$ cat config.mk
export PLATFORM = sky130hd
export DESIGN_NAME = bus_arbiter4
export DESIGN_NICKNAME = d
export VERILOG_FILES = /design/src/rtl/bus_arbiter4_pkg.sv /design/src/rtl/bus_arbiter4_mux.sv /design/src/rtl/bus_arbiter4_pick.sv /design/src/rtl/bus_arbiter4.sv
export SDC_FILE = /design/constraint.sdc
export NUM_CORES = 1
export LEC_CHECK = 0
export BUFFER_PORTS_ARGS = -buffer_cell sky130_fd_sc_hd__buf_4
export CORE_ASPECT_RATIO = 0.9
export CORE_MARGIN = 4
export CORE_UTILIZATION = 35
export DETAILED_ROUTE_END_ITERATION = 10
export GPL_ROUTABILITY_DRIVEN = 0
export PLACE_DENSITY = 0.9
export SETUP_SLACK_MARGIN = 0.4
export SYNTH_ARGS = -nofsm -noshare
export SYNTH_HDL_FRONTEND = slang
export SYNTH_SLANG_ARGS = --single-unit
export TNS_END_PERCENT = 50
$ cat constraint.sdc
create_clock -name i_clk -period 2.3 [get_ports i_clk]
set_input_delay 0.345 -clock i_clk [delete_from_list [all_inputs] [get_ports i_clk]]
set_output_delay 0.345 -clock i_clk [all_outputs]
set_load 0.05 [all_outputs]
$ cat src/rtl/bus_arbiter4_pkg.sv
// ---------------------------------------------------------------------------
// bus_arbiter4_pkg
// Shared definitions for the 4-way round-robin bus arbiter:
//   NREQ        number of requesters (fetch, load/store, DMA, debug)
//   SEL_W       width of the requester index / wordmux4 select
//   arb_state_t arbiter FSM states (ST_IDLE = no grant, ST_BUSY = one grant held)
//   onehot()    converts a requester index into a one-hot grant vector
// Optional feature macro used by the arbiter: ARB_TIMEOUT_EN
// ---------------------------------------------------------------------------
package bus_arbiter4_pkg;

    localparam int NREQ  = 4;
    localparam int SEL_W = 2;

    typedef enum logic {
        ST_IDLE = 1'b0,
        ST_BUSY = 1'b1
    } arb_state_t;

    function automatic logic [NREQ-1:0] onehot(input logic [SEL_W-1:0] idx);
        onehot      = '0;
        onehot[idx] = 1'b1;
    endfunction

endpackage

$ cat src/rtl/bus_arbiter4_mux.sv
// ---------------------------------------------------------------------------
// wordmux4
// Four-input word multiplexer steering the granted requester onto the bus.
// Ports:
//   i_d0..i_d3  in   WIDTH  requester data words
//   i_sel       in   2      select index
//   o_d         out  WIDTH  selected word
// ---------------------------------------------------------------------------
module wordmux4 #(
    parameter int WIDTH = 16
) (
    input  logic [WIDTH-1:0] i_d0,
    input  logic [WIDTH-1:0] i_d1,
    input  logic [WIDTH-1:0] i_d2,
    input  logic [WIDTH-1:0] i_d3,
    input  logic [1:0]       i_sel,
    output logic [WIDTH-1:0] o_d
);

    always_comb begin
        case (i_sel)
            2'd0:    o_d = i_d0;
            2'd1:    o_d = i_d1;
            2'd2:    o_d = i_d2;
            default: o_d = i_d3;
        endcase
    end

endmodule

$ cat src/rtl/bus_arbiter4_pick.sv
// ---------------------------------------------------------------------------
// arb_pick4
// Combinational rotating-priority picker. The search starts at the requester
// after i_last and wraps, so i_last itself is examined last.
// Ports:
//   i_req    in   NREQ   candidate requests
//   i_last   in   SEL_W  index of the most recently granted requester
//   o_found  out  1      at least one candidate request is high
//   o_idx    out  SEL_W  index of the winning requester (i_last if none)
// ---------------------------------------------------------------------------
module arb_pick4
    import bus_arbiter4_pkg::*;
(
    input  logic [NREQ-1:0]  i_req,
    input  logic [SEL_W-1:0] i_last,
    output logic             o_found,
    output logic [SEL_W-1:0] o_idx
);

    logic [SEL_W-1:0] w_cand;

    // Walk from the lowest priority (offset NREQ == i_last) up to the highest
    // (offset 1) so the last hit recorded is the highest-priority one.
    always_comb begin
        o_found = 1'b0;
        o_idx   = i_last;
        w_cand  = i_last;
        for (int k = NREQ; k >= 1; k--) begin
            w_cand = i_last + SEL_W'(k);
            if (i_req[w_cand]) begin
                o_found = 1'b1;
                o_idx   = w_cand;
            end
        end
    end

endmodule

$ cat src/rtl/bus_arbiter4.sv
// ---------------------------------------------------------------------------
// bus_arbiter4
// Round-robin arbiter sharing one WIDTH-bit word bus among 4 requesters.
// Grants are registered and one-hot; a holder keeps the bus while its request
// stays high and hands over at the same edge it releases (no idle gap).
// Optional macro ARB_TIMEOUT_EN: a holder is preempted after MAX_HOLD
// consecutive granted cycles when another request is pending.
// Ports:
//   i_clk       in   1      clock, rising edge
//   i_rst_n     in   1      asynchronous active-low reset
//   i_req       in   4      per-requester request, held for a transaction
//   i_data0..3  in   WIDTH  requester data words
//   o_gnt       out  4      registered one-hot grant (0 = bus idle)
//   o_sel       out  2      registered granted index (wordmux4 select)
//   o_valid     out  1      granted requester still requesting this cycle
//   o_data      out  WIDTH  data word of requester o_sel
//   o_preempt   out  1      one-cycle pulse when a grant moves by timeout
// ---------------------------------------------------------------------------
module bus_arbiter4
    import bus_arbiter4_pkg::*;
#(
    parameter int WIDTH    = 16,
    parameter int MAX_HOLD = 8
) (
    input  logic             i_clk,
    input  logic             i_rst_n,
    input  logic [NREQ-1:0]  i_req,
    input  logic [WIDTH-1:0] i_data0,
    input  logic [WIDTH-1:0] i_data1,
    input  logic [WIDTH-1:0] i_data2,
    input  logic [WIDTH-1:0] i_data3,
    output logic [NREQ-1:0]  o_gnt,
    output logic [SEL_W-1:0] o_sel,
    output logic             o_valid,
    output logic [WIDTH-1:0] o_data,
    output logic             o_preempt
);

    arb_state_t       r_state;
    logic [NREQ-1:0]  r_gnt;
    logic [SEL_W-1:0] r_sel;
    logic [SEL_W-1:0] r_last;

    logic [NREQ-1:0]  w_pick_req;
    logic             w_found;
    logic [SEL_W-1:0] w_idx;
    logic             w_busy;
    logic             w_held;
    logic             w_release;
    logic             w_timeout;
    logic             w_new;

    // The current holder is masked out so a timeout can only move the grant
    // to a different requester; in IDLE or on release its bit is 0 anyway.
    assign w_pick_req = i_req & ~r_gnt;

    arb_pick4 u_pick (
        .i_req   (w_pick_req),
        .i_last  (r_last),
        .o_found (w_found),
        .o_idx   (w_idx)
    );

    assign w_busy    = (r_state == ST_BUSY);
    assign w_held    = w_busy &  i_req[r_sel];
    assign w_release = w_busy & ~i_req[r_sel];

`ifdef ARB_TIMEOUT_EN
    localparam int HOLD_W = $clog2(MAX_HOLD);
    localparam logic [HOLD_W-1:0] HOLD_LAST = HOLD_W'(MAX_HOLD - 1);

    logic              r_preempt;
    logic [HOLD_W-1:0] r_hold;

    assign w_timeout = w_held & (r_hold == HOLD_LAST) & w_found;
    assign o_preempt = r_preempt;

    always_ff @(posedge i_clk or negedge i_rst_n) begin
        if (!i_rst_n) begin
            r_hold    <= '0;
            r_preempt <= 1'b0;
        end else begin
            r_preempt <= w_timeout;
            if (w_new) begin
                r_hold <= '0;
            end else if (w_held && (r_hold != HOLD_LAST)) begin
                r_hold <= r_hold + 1'b1;
            end
        end
    end
`else
    logic w_unused_cfg;

    assign w_unused_cfg = |MAX_HOLD;
    assign w_timeout    = 1'b0;
    assign o_preempt    = 1'b0;
`endif

    assign w_new = w_found & (~w_busy | w_release | w_timeout);

    always_ff @(posedge i_clk or negedge i_rst_n) begin
        if (!i_rst_n) begin
            r_state <= ST_IDLE;
            r_gnt   <= '0;
            r_sel   <= '0;
            r_last  <= SEL_W'(NREQ - 1);
        end else begin
            if (w_new) begin
                r_state <= ST_BUSY;
                r_gnt   <= onehot(w_idx);
                r_sel   <= w_idx;
                r_last  <= w_idx;
            end else if (w_release) begin
                // Nobody else waiting: drop the bus; r_sel keeps its value.
                r_state <= ST_IDLE;
                r_gnt   <= '0;
            end
        end
    end

    assign o_gnt   = r_gnt;
    assign o_sel   = r_sel;
    assign o_valid = r_gnt[r_sel] & i_req[r_sel];

    wordmux4 #(.WIDTH(WIDTH)) u_mux (
        .i_d0  (i_data0),
        .i_d1  (i_data1),
        .i_d2  (i_data2),
        .i_d3  (i_data3),
        .i_sel (r_sel),
        .o_d   (o_data)
    );

endmodule

## After elaboration in Yosys (flattened, before gate mapping)

Index checks and enable logic that the tools add are counted.

| storage, ports and cells | value |
|---|---|
| input port bits | 70 |
| bits in registers | 9 |

| operators by class | value |
|---|---|
| equal/unequal tests | 2 |
| reduce and logical (&&, ||, !) cells | 3 |
| bitwise logic cells | 8 |
| $lt $le $gt $ge | 7 |
| multiplexer cells | 26 |
| add/subtract/negate cells | 3 |

Operator list:

| kind | count |
|---|---|
| $pmux W16 S3 | 1 |
| $lt A2 B3 Y1 const B | 6 |
| $mux W1 | 13 |
| $bmux W1 S2 | 6 |
| $mux W4 | 2 |
| $mux W2 | 3 |
| $add A2 B2 Y2 const B | 2 |
| $and A4 B4 Y4 | 1 |
| $not A4 Y4 | 1 |
| $and A1 B1 Y1 | 3 |
| $add A2 B1 Y2 const B | 1 |
| $demux W1 S2 | 1 |
| $eq A2 B1 Y1 const B | 1 |
| $eq A2 B2 Y1 const B | 1 |
| $ge A2 B1 Y1 const B | 1 |
| $logic_not A2 Y1 | 1 |
| $not A1 Y1 | 2 |
| $reduce_bool A2 Y1 | 1 |
| $logic_and A1 B1 Y1 | 1 |
| $or A1 B1 Y1 | 1 |

## Longest topological paths before layout

Gate-level depths: netlist of run 1.

| depth | value |
|---|---|
| depth after elaboration | 12 |
| gate-level depth with buffers | 5 |
| depth with buffers taken out | 4 |

## Cells and area by module

From an unflattened synthesis of run 1, not the netlist that was laid out.

| unflattened totals | value |
|---|---|
| cell total of the unflattened synthesis | 87 |
| area, all modules | 1108.6 µm² |

By module, submodules not included:

| module | area an instance (µm²) | times used | cells an instance |
|---|---|---|---|
| bus_arbiter4 | 601.8 | 1 | 53 |
| wordmux4 | 424.2 | 1 | 20 |
| arb_pick4 | 82.6 | 1 | 14 |

## Least setup slack after synthesis of run 1

OpenSTA, ideal clock, no wires.

| timing | value |
|---|---|
| path kind | flip-flop to output port |
| from | register r_sel[1], in the netlist o_sel[1] |
| to | output port o_valid |
| buffers on the path | 2 |
| data required time | 1955 ps |
| cell stages (with the launch flop) | 5 |
| path slack | -217 ps |
| arrival | 2172 ps |
| cell sequence | dfrtp_1 -> buf_2 -> buf_1 -> a311oi_1 -> a31oi_1 |

| between the ends | value |
|---|---|
| longest elaborated chain between the ends | 3 |
| elaborated cells on any way between the ends | 5 |
| those cells by class | mux: 4; bitwise: 1 |

Ends and longest elaborated chain:

| item | line | text |
|---|---|---|
| from (decl) | bus_arbiter4.sv:41 | `logic [SEL_W-1:0] r_sel;` |
| from (signal assigned) | bus_arbiter4.sv:111 | `r_sel <= w_idx;` |
| $bmux W1 S2 | bus_arbiter4.sv:123 | `assign o_valid = r_gnt[r_sel] & i_req[r_sel];` |
| $mux W1 (implied by the code) | bus_arbiter4.sv:123 |  |
| $and A1 B1 Y1 * | bus_arbiter4.sv:123 |  |
| to (decl) | bus_arbiter4.sv:34 | `output logic o_valid,` |

Mark *: on every way between the ends. The rest lies on a longest branch, timed or not. The select of a mux whose other input is x is not followed.

## Final worst setup path of run 1

Same ends and word-level chain as after synthesis.

==> results of run 1 <==
==> power by group through the flow <==
stage | registers, mW | logic (mW) | clock network (mW)
4_1_cts | 0.410 | 2.18 | 0.120
5_1_grt | 0.405 | 2.44 | 0.133
2_1_floorplan | 0.443 | 1.52 | 0
3_5_place_dp | 0.488 | 1.99 | 0
6_report | 0.391 | 2.35 | 0.118
3_3_place_gp | 0.478 | 1.94 | 0
==> state kept, by name, indices dropped and copies added (netlist names) <==
name,flops
o_gnt,4
o_sel,2
r_last,2
r_state,1
==> metal layers <==
layer,wire (um),global-route usage [%]
met1,1460,21.9
met3,442,8.72
met2,2460,44.5
met4,167,3.08
met5,0,0
==> Yosys cell counts, types with 2 or more instances <==
library cell | count | area (um2)
sky130_fd_sc_hd__mux2i_1 | 4 | 40.0
sky130_fd_sc_hd__buf_2 | 5 | 25.0
sky130_fd_sc_hd__nand2_1 | 3 | 11.3
sky130_fd_sc_hd__nand2b_1 | 4 | 25.0
sky130_fd_sc_hd__mux4_2 | 16 | 360
sky130_fd_sc_hd__dfstp_2 | 2 | 52.6
sky130_fd_sc_hd__nand3_1 | 2 | 10.0
sky130_fd_sc_hd__o32ai_1 | 2 | 17.5
sky130_fd_sc_hd__a22o_1 | 2 | 17.5
sky130_fd_sc_hd__inv_1 | 3 | 11.3
sky130_fd_sc_hd__a21oi_1 | 3 | 15.0
sky130_fd_sc_hd__o22ai_1 | 2 | 12.5
sky130_fd_sc_hd__dfrtp_1 | 7 | 175
sky130_fd_sc_hd__nor2_1 | 3 | 11.3
==> worst reg2reg max path, stage by stage (launching register included) <==
cell and delay [ns]:
sky130_fd_sc_hd__dfrtp_4 0.56, sky130_fd_sc_hd__buf_4 0.23, sky130_fd_sc_hd__nand2b_1 0.18, sky130_fd_sc_hd__o22a_2 0.27, sky130_fd_sc_hd__nand2_4 0.10, sky130_fd_sc_hd__mux2_1 0.34
==> stage by stage <==
stage / hold slack, ns / util (%) / cells
after floorplan: 0.0494 / - / 80
after global placement: 0.167 / 65.8 / 193
after detailed placement: 0.171 / 65.8 / 193
after CTS: 0.437 / 69.1 / 201
after global routing: 0.460 / 71.6 / 202
final: 0.444 / 71.6 / 202
==> cells in the final DEF (no fill, tap or decap), types with 2 or more instances in the layout <==
cell,synthesis,final
sky130_fd_sc_hd__nand3_1,2,2
sky130_fd_sc_hd__dfrtp_1,7,5
sky130_fd_sc_hd__buf_6,0,12
sky130_fd_sc_hd__nand2b_1,4,4
sky130_fd_sc_hd__clkbuf_4,0,3
sky130_fd_sc_hd__mux2i_1,4,4
sky130_fd_sc_hd__a21oi_1,3,3
sky130_fd_sc_hd__buf_4,1,82
sky130_fd_sc_hd__inv_1,3,3
sky130_fd_sc_hd__buf_12,0,2
sky130_fd_sc_hd__mux4_2,16,16
sky130_fd_sc_hd__o22ai_1,2,2
sky130_fd_sc_hd__a22o_1,2,2
sky130_fd_sc_hd__nand2_1,3,3
sky130_fd_sc_hd__dfrtp_4,0,2
sky130_fd_sc_hd__nor2_1,3,3
sky130_fd_sc_hd__dfstp_2,2,2
sky130_fd_sc_hd__o32ai_1,2,2
==> path summary, 6_finish.rpt <==
path                       slack (ns)  depth (start not counted)   endpoint
max                              0.37                          4    o_valid
min                              0.44                          2   o_gnt[3]
max reg2reg                      0.50                          5   o_sel[0]
min reg2reg                      0.54                          2  r_last[0]
max in group asynchronous        1.64                          2  r_last[1]
min in group i_clk               0.54                          2  r_last[0]
==> logic make-up after synthesis <==
| family | count (synthesis) | share of synthesized area, % |
|---|---|---|
| flip-flops | 9 | 23.4 |
| multiplexers | 21 | 42.3 |
| buffers and inverters | 10 | 4.88 |
| AO/OA/AOI/OAI | 19 | 15.7 |
| AND/OR/NAND/NOR | 20 | 13.4 |
| other | 1 | 0.385 |
==> final cells by class <==
class / instances / share of cell area, %
clock buffer: 4 / 1.44
inverter: 3 / 0.616
multi-input combinational: 61 / 39.4
sequential: 9 / 12.9
tap: 28 / 1.92
timing repair buffer: 97 / 43.8
==> what timing repair did <==
action                     in CTS  in global routing
hold buffers                    1                  0
buffers inserted                3                  1
resized for setup               3                 14
setup endpoints to repair      17                 17
hold endpoints to repair        7                  0
cloned                          0                  0
==> results.sh, run 1 <==
export IMPL_max_cap_viol_count=0
export IMPL_critical_path_startpoint="o_sel[1]"
export IMPL_start_kind="flip-flop"
export IMPL_power_switching_fraction_pct=54.2
export IMPL_total_area_of_multi_input_combinational_cells_um2=719
export IMPL_seq_power_share_pct=13.7
export IMPL_die_width_um=63.6
export IMPL_synth_warnings=0
export IMPL_hold_class="in -> async"
export IMPL_grt_util_all_layers_pct=22.2
export IMPL_crit_buf_inv=2
export IMPL_synth_async_sr_flop_share_pct=100
export IMPL_ctsHtreeMaxLevel=1
export IMPL_fin_area_mm2=0.00183
export IMPL_crit_path_end_kind="output port"
export IMPL_critPathArrivalTime_ns=1.59
export IMPL_total_switching_power_mw=1.55
export IMPL_synth_edff_count=0
export IMPL_area_delta_synth_final_pct=87.8
export IMPL_vdd_drop_max_mv=0.743
export IMPL_top_level_ports=94
export IMPL_synth_yosys_seq_area_share_pct=23.4
export IMPL_finalWorstSetupSlack_ns=0.366
export IMPL_antenna_cells=0
export IMPL_io_buffer_count=92
export IMPL_timing_setup_tns_ns=0
export IMPL_final_min_period_over_clock_period_pct=84.1
export IMPL_cts_buffers_inserted=3
export IMPL_cts_tree="built"
export IMPL_critical_path_peak_fanout=12
export IMPL_final_antenna_net_count=0
export IMPL_fill_cells=169
export IMPL_worst_setup_path_type="reg -> out"
export IMPL_layout_min_cycle_time_ns=1.93
export IMPL_drt_iter0_drc=88
export IMPL_post_synth_inst_count=80
export IMPL_routedWlPerCell_um=22.5
export IMPL_detail_route_vias_per_cell=5.88
export IMPL_dr_total_vias=1187
export IMPL_yosys_register_bits=9
export IMPL_pwr_density_cell_mw_per_mm2=1560
export IMPL_hpwlAfterDp_um=3370
export IMPL_drtPass1Iterations=4
export IMPL_cts_root_to_sink_buffers=2
export IMPL_clkTransAtPathRegs_ns=0.06
export IMPL_core_mm2=0.00255
export IMPL_power_frac_comb_pct=82.2
export IMPL_globalRoute_totalOverflow=0
export IMPL_power_leakage_nw=0.847
export IMPL_achievable_frequency_mhz=517
export IMPL_clk_insertion_delay_late_ns=0.26
export IMPL_syn_nets=150
export IMPL_std_cell_rows=17
export IMPL_crit_path_frequent_cell="sky130_fd_sc_hd__buf_4"
export IMPL_synth_cell_type_count=36
export IMPL_final_hold_violation_count=0
export IMPL_vias_in_the_first_global_route=1241
export IMPL_nets=245
export IMPL_grt_max_degree=23
export IMPL_slowest_delay_ns=0.56
export IMPL_count_of_pins_over_their_slew_limit=0
export IMPL_setup_repair_after_global_routing_missed_its_margin="true"
export IMPL_finalWirelength_um=4540
export IMPL_rr_startpoint="o_sel[1]"
export IMPL_critical_path_required_ns=1.96
export IMPL_fp_dieH_um=58.0
export IMPL_timing_critical_path_slowest_stage_cell="sky130_fd_sc_hd__dfrtp_4"
export IMPL_placement_cell_area_mm2=0.00168
export IMPL_intPower_mw=1.31
export IMPL_worst_slack_at_placement_ns=0.367
export IMPL_synth_top_flop_cell="sky130_fd_sc_hd__dfrtp_1"
export IMPL_seq_area_um2=235
export IMPL_floorplan_initialDensity_pct=38.1
export IMPL_netlist_area_um2=973
export IMPL_detail_route_drc_violations=0
export IMPL_outcome="finished, final reports clean"
export IMPL_clock_skew_final_ns=0.000857
export IMPL_clockPowerShare_pct=4.1
export IMPL_numClockSinks=9
export IMPL_cpLargestDelayFamily="flip-flops"
export IMPL_post_route_cells_drive_above_1_share_pct=73.6
export IMPL_die_area_mm2=0.00369
export IMPL_clockRootBuffer="sky130_fd_sc_hd__clkbuf_4"
export IMPL_global_route_wire_length_before_repair_um=6330
export IMPL_number_of_failing_setup_endpoints_in_the_final_timing_report=0
export IMPL_grt_antenna_before_repair=0
export IMPL_synthesis_area_per_instance_um2=12.2
export IMPL_cell_breakdown_of_the_critical_path="buf_4 -> a311oi_2 -> a31oi_4 -> buf_4"
export IMPL_total_power_mw=2.86
Note: power is estimated with default switching activity, not from simulation.
==> inputs of run 2 (changes only) <==
- CORE_UTILIZATION: 35 -> 33
- PLACE_DENSITY: 0.9 -> 0.89
- clock period: 2.3 -> 1.7 ns (I/O delays scaled with it)
==> run 2 against run 1 <==
Against the previous run:
- the flow now finishes with violations (negative setup slack)
- critical path type unchanged
- sequential share of layout area shrank 1.0 points
- flip-flop and latch count is the same
- design area grew 8.6%
- global-route usage grew 3.2 points
- setup slack lost 0.54 ns
- total power grew 50%
- non-clock buffer count grew 6
- largest cell class unchanged
==> results.sh, run 2 (synthesis gave the netlist of run 1 again) <==
export IMPL_routedWlPerCell_um=25.4
export IMPL_count_of_pins_over_their_slew_limit=0
export IMPL_critical_path_startpoint="o_sel[0]"
export IMPL_critPathArrivalTime_ns=1.62
export IMPL_number_of_failing_setup_endpoints_in_the_final_timing_report=16
export IMPL_fp_dieH_um=59.5
export IMPL_rrSetupSlack_ns=0.01
export IMPL_final_antenna_net_count=0
export IMPL_clockRootBuffer="sky130_fd_sc_hd__clkbuf_4"
export IMPL_worst_setup_path_type="reg -> out"
export IMPL_cts_tree="built"
export IMPL_violations="negative setup slack"
export IMPL_clk_insertion_delay_late_ns=0.27
export IMPL_power_frac_comb_pct=84.8
export IMPL_die_area_mm2=0.00388
export IMPL_fill_cells=199
export IMPL_drt_iter0_drc=111
export IMPL_layout_cells_non_filler=220
export IMPL_critical_path_peak_fanout=8
export IMPL_dp_cells=208
export IMPL_grt_util_all_layers_pct=25.4
export IMPL_clock_skew_final_ns=0.00459
export IMPL_utilization_pct=71.1
export IMPL_cts_root_to_sink_buffers=2
export IMPL_globalRoute_totalOverflow=0
export IMPL_worst_slew_pin_transition_ns=0.594
export IMPL_hpwlAfterDp_um=3610
export IMPL_numClockSinks=9
export IMPL_post_route_cells_drive_above_1_share_pct=79.4
export IMPL_drtPass1Iterations=4
export IMPL_hold_class="in -> async"
export IMPL_pwr_density_cell_mw_per_mm2=2160
export IMPL_cts_buffers_inserted=3
export IMPL_finalWorstSetupSlack_ns=-0.175
export IMPL_seq_area_um2=235
export IMPL_fin_area_mm2=0.00199
export IMPL_worst_r2r_path_depth=5
export IMPL_rr_startpoint="o_sel[0]"
export IMPL_rr_endpoint="o_sel[0]"
export IMPL_antenna_cells=0
export IMPL_detail_route_drc_violations=0
export IMPL_io_buffer_count=92
export IMPL_achievable_frequency_mhz=533
export IMPL_most_common_layout_cells="82 x sky130_fd_sc_hd__buf_4, 16 x sky130_fd_sc_hd__mux4_2, 16 x sky130_fd_sc_hd__buf_6"
export IMPL_crit_path_end_kind="output port"
export IMPL_grt_antenna_before_repair=0
export IMPL_std_cell_rows=18
export IMPL_total_switching_power_mw=2.28
export IMPL_largest_register_ffs=4
export IMPL_total_area_of_multi_input_combinational_cells_um2=782
export IMPL_layout_min_cycle_time_ns=1.87
export IMPL_power_leakage_nw=0.886
export IMPL_maxSlewHeadroom_pct=60.0
export IMPL_final_min_period_over_clock_period_pct=110
export IMPL_clockPowerShare_pct=4.0
export IMPL_setup_repair_after_global_routing_missed_its_margin="true"
export IMPL_top_level_ports=94
export IMPL_dr_total_vias=1303
export IMPL_area_delta_synth_final_pct=104
export IMPL_floorplan_initialDensity_pct=34.9
export IMPL_finalWirelength_um=5580
export IMPL_layout_cells_most_common="sky130_fd_sc_hd__buf_4"
export IMPL_intPower_mw=2.01
export IMPL_placement_cell_area_mm2=0.00174
export IMPL_vias_in_the_first_global_route=1234
export IMPL_max_cap_viol_count=0
export IMPL_final_hold_violation_count=0
export IMPL_start_kind="flip-flop"
export IMPL_ctsHtreeMaxLevel=1
export IMPL_outcome="complete, but fails checks"
export IMPL_die_width_um=65.3
export IMPL_core_mm2=0.00279
export IMPL_crit_path_to="o_data[13]"
export IMPL_grt_max_degree=13
export IMPL_clkTransAtPathRegs_ns=0.06
export IMPL_critical_path_required_ns=1.44
export IMPL_seq_power_share_pct=11.3
export IMPL_nets=251
export IMPL_global_route_wire_length_before_repair_um=7140
export IMPL_power_switching_fraction_pct=53.2
export IMPL_detail_route_vias_per_cell=5.92
export IMPL_vdd_drop_max_mv=0.953
-- run 2: how the worst min path moves through the flow --
stage                     slack [ns]  cells after the start    start        to
after floorplan                -0.04                      0  i_rst_n  o_gnt[0]
after global placement          0.08                      1  i_rst_n  o_gnt[3]
after detailed placement        0.08                      1  i_rst_n  o_gnt[3]
after CTS                       0.33                      2  i_rst_n   r_state
after global routing            0.34                      2  i_rst_n  o_gnt[0]
final                           0.33                      2  i_rst_n   r_state
-- run 2: power groups by stage --
| stage | clock network [mW] | logic, mW | registers (mW) |
|---|---|---|---|
| finish | 0.170 | 3.64 | 0.483 |
| global route | 0.187 | 3.75 | 0.497 |
| CTS | 0.176 | 3.36 | 0.484 |
| detailed placement | 0 | 2.97 | 0.499 |
| global placement | 0 | 2.90 | 0.496 |
| floorplan | 0 | 2.11 | 0.609 |
-- run 2: what timing repair did --
| item | in CTS | in global routing |
|---|---|---|
| hold buffers | 1 | 0 |
| endpoints found under the hold margin | 9 | 0 |
| pin swaps | 0 | 2 |
| setup endpoints to repair | 27 | 28 |
| setup buffers | 3 | 3 |
| resized for setup | 22 | 10 |
| gates cloned | 1 | 0 |
-- run 2: cell type report --
| class | instances | share of cell area [%] |
|---|---|---|
| multi-input cells | 61 | 39.4 |
| inverters | 3 | 0.567 |
| well taps | 40 | 2.52 |
| clock buffers | 4 | 1.32 |
| flip-flops and latches | 9 | 11.8 |
| repair buffers | 103 | 44.4 |
-- run 2: metrics by stage --
step	worst slack [ns]	setup TNS [ns]	total power, mW	hold slack [ns]
after floorplan	-0.0595	-0.523	2.72	-0.0406
final	-0.175	-1.98	4.29	0.329
after detailed placement	0.0295	0	3.47	0.0812
after global placement	0.0658	0	3.40	0.0797
after global routing	-0.199	-2.51	4.44	0.345
after CTS	-0.134	-1.86	4.02	0.329
-- run 2: worst max-delay path, cell delays in order (launching register included) --
cell                        delay [ns]
sky130_fd_sc_hd__dfrtp_2          0.43
sky130_fd_sc_hd__clkbuf_16        0.19
sky130_fd_sc_hd__mux4_2           0.55
sky130_fd_sc_hd__buf_8            0.18
-- run 2: layer usage --
layer | GRT usage, % | up-vias | wire length, um
li1 | - | 532 | -
met1 | 25.6 | 636 | 1800
met2 | 44.4 | 112 | 2740
met3 | 12.1 | 23 | 767
met4 | 11.5 | 0 | 271
met5 | 0 | - | 0
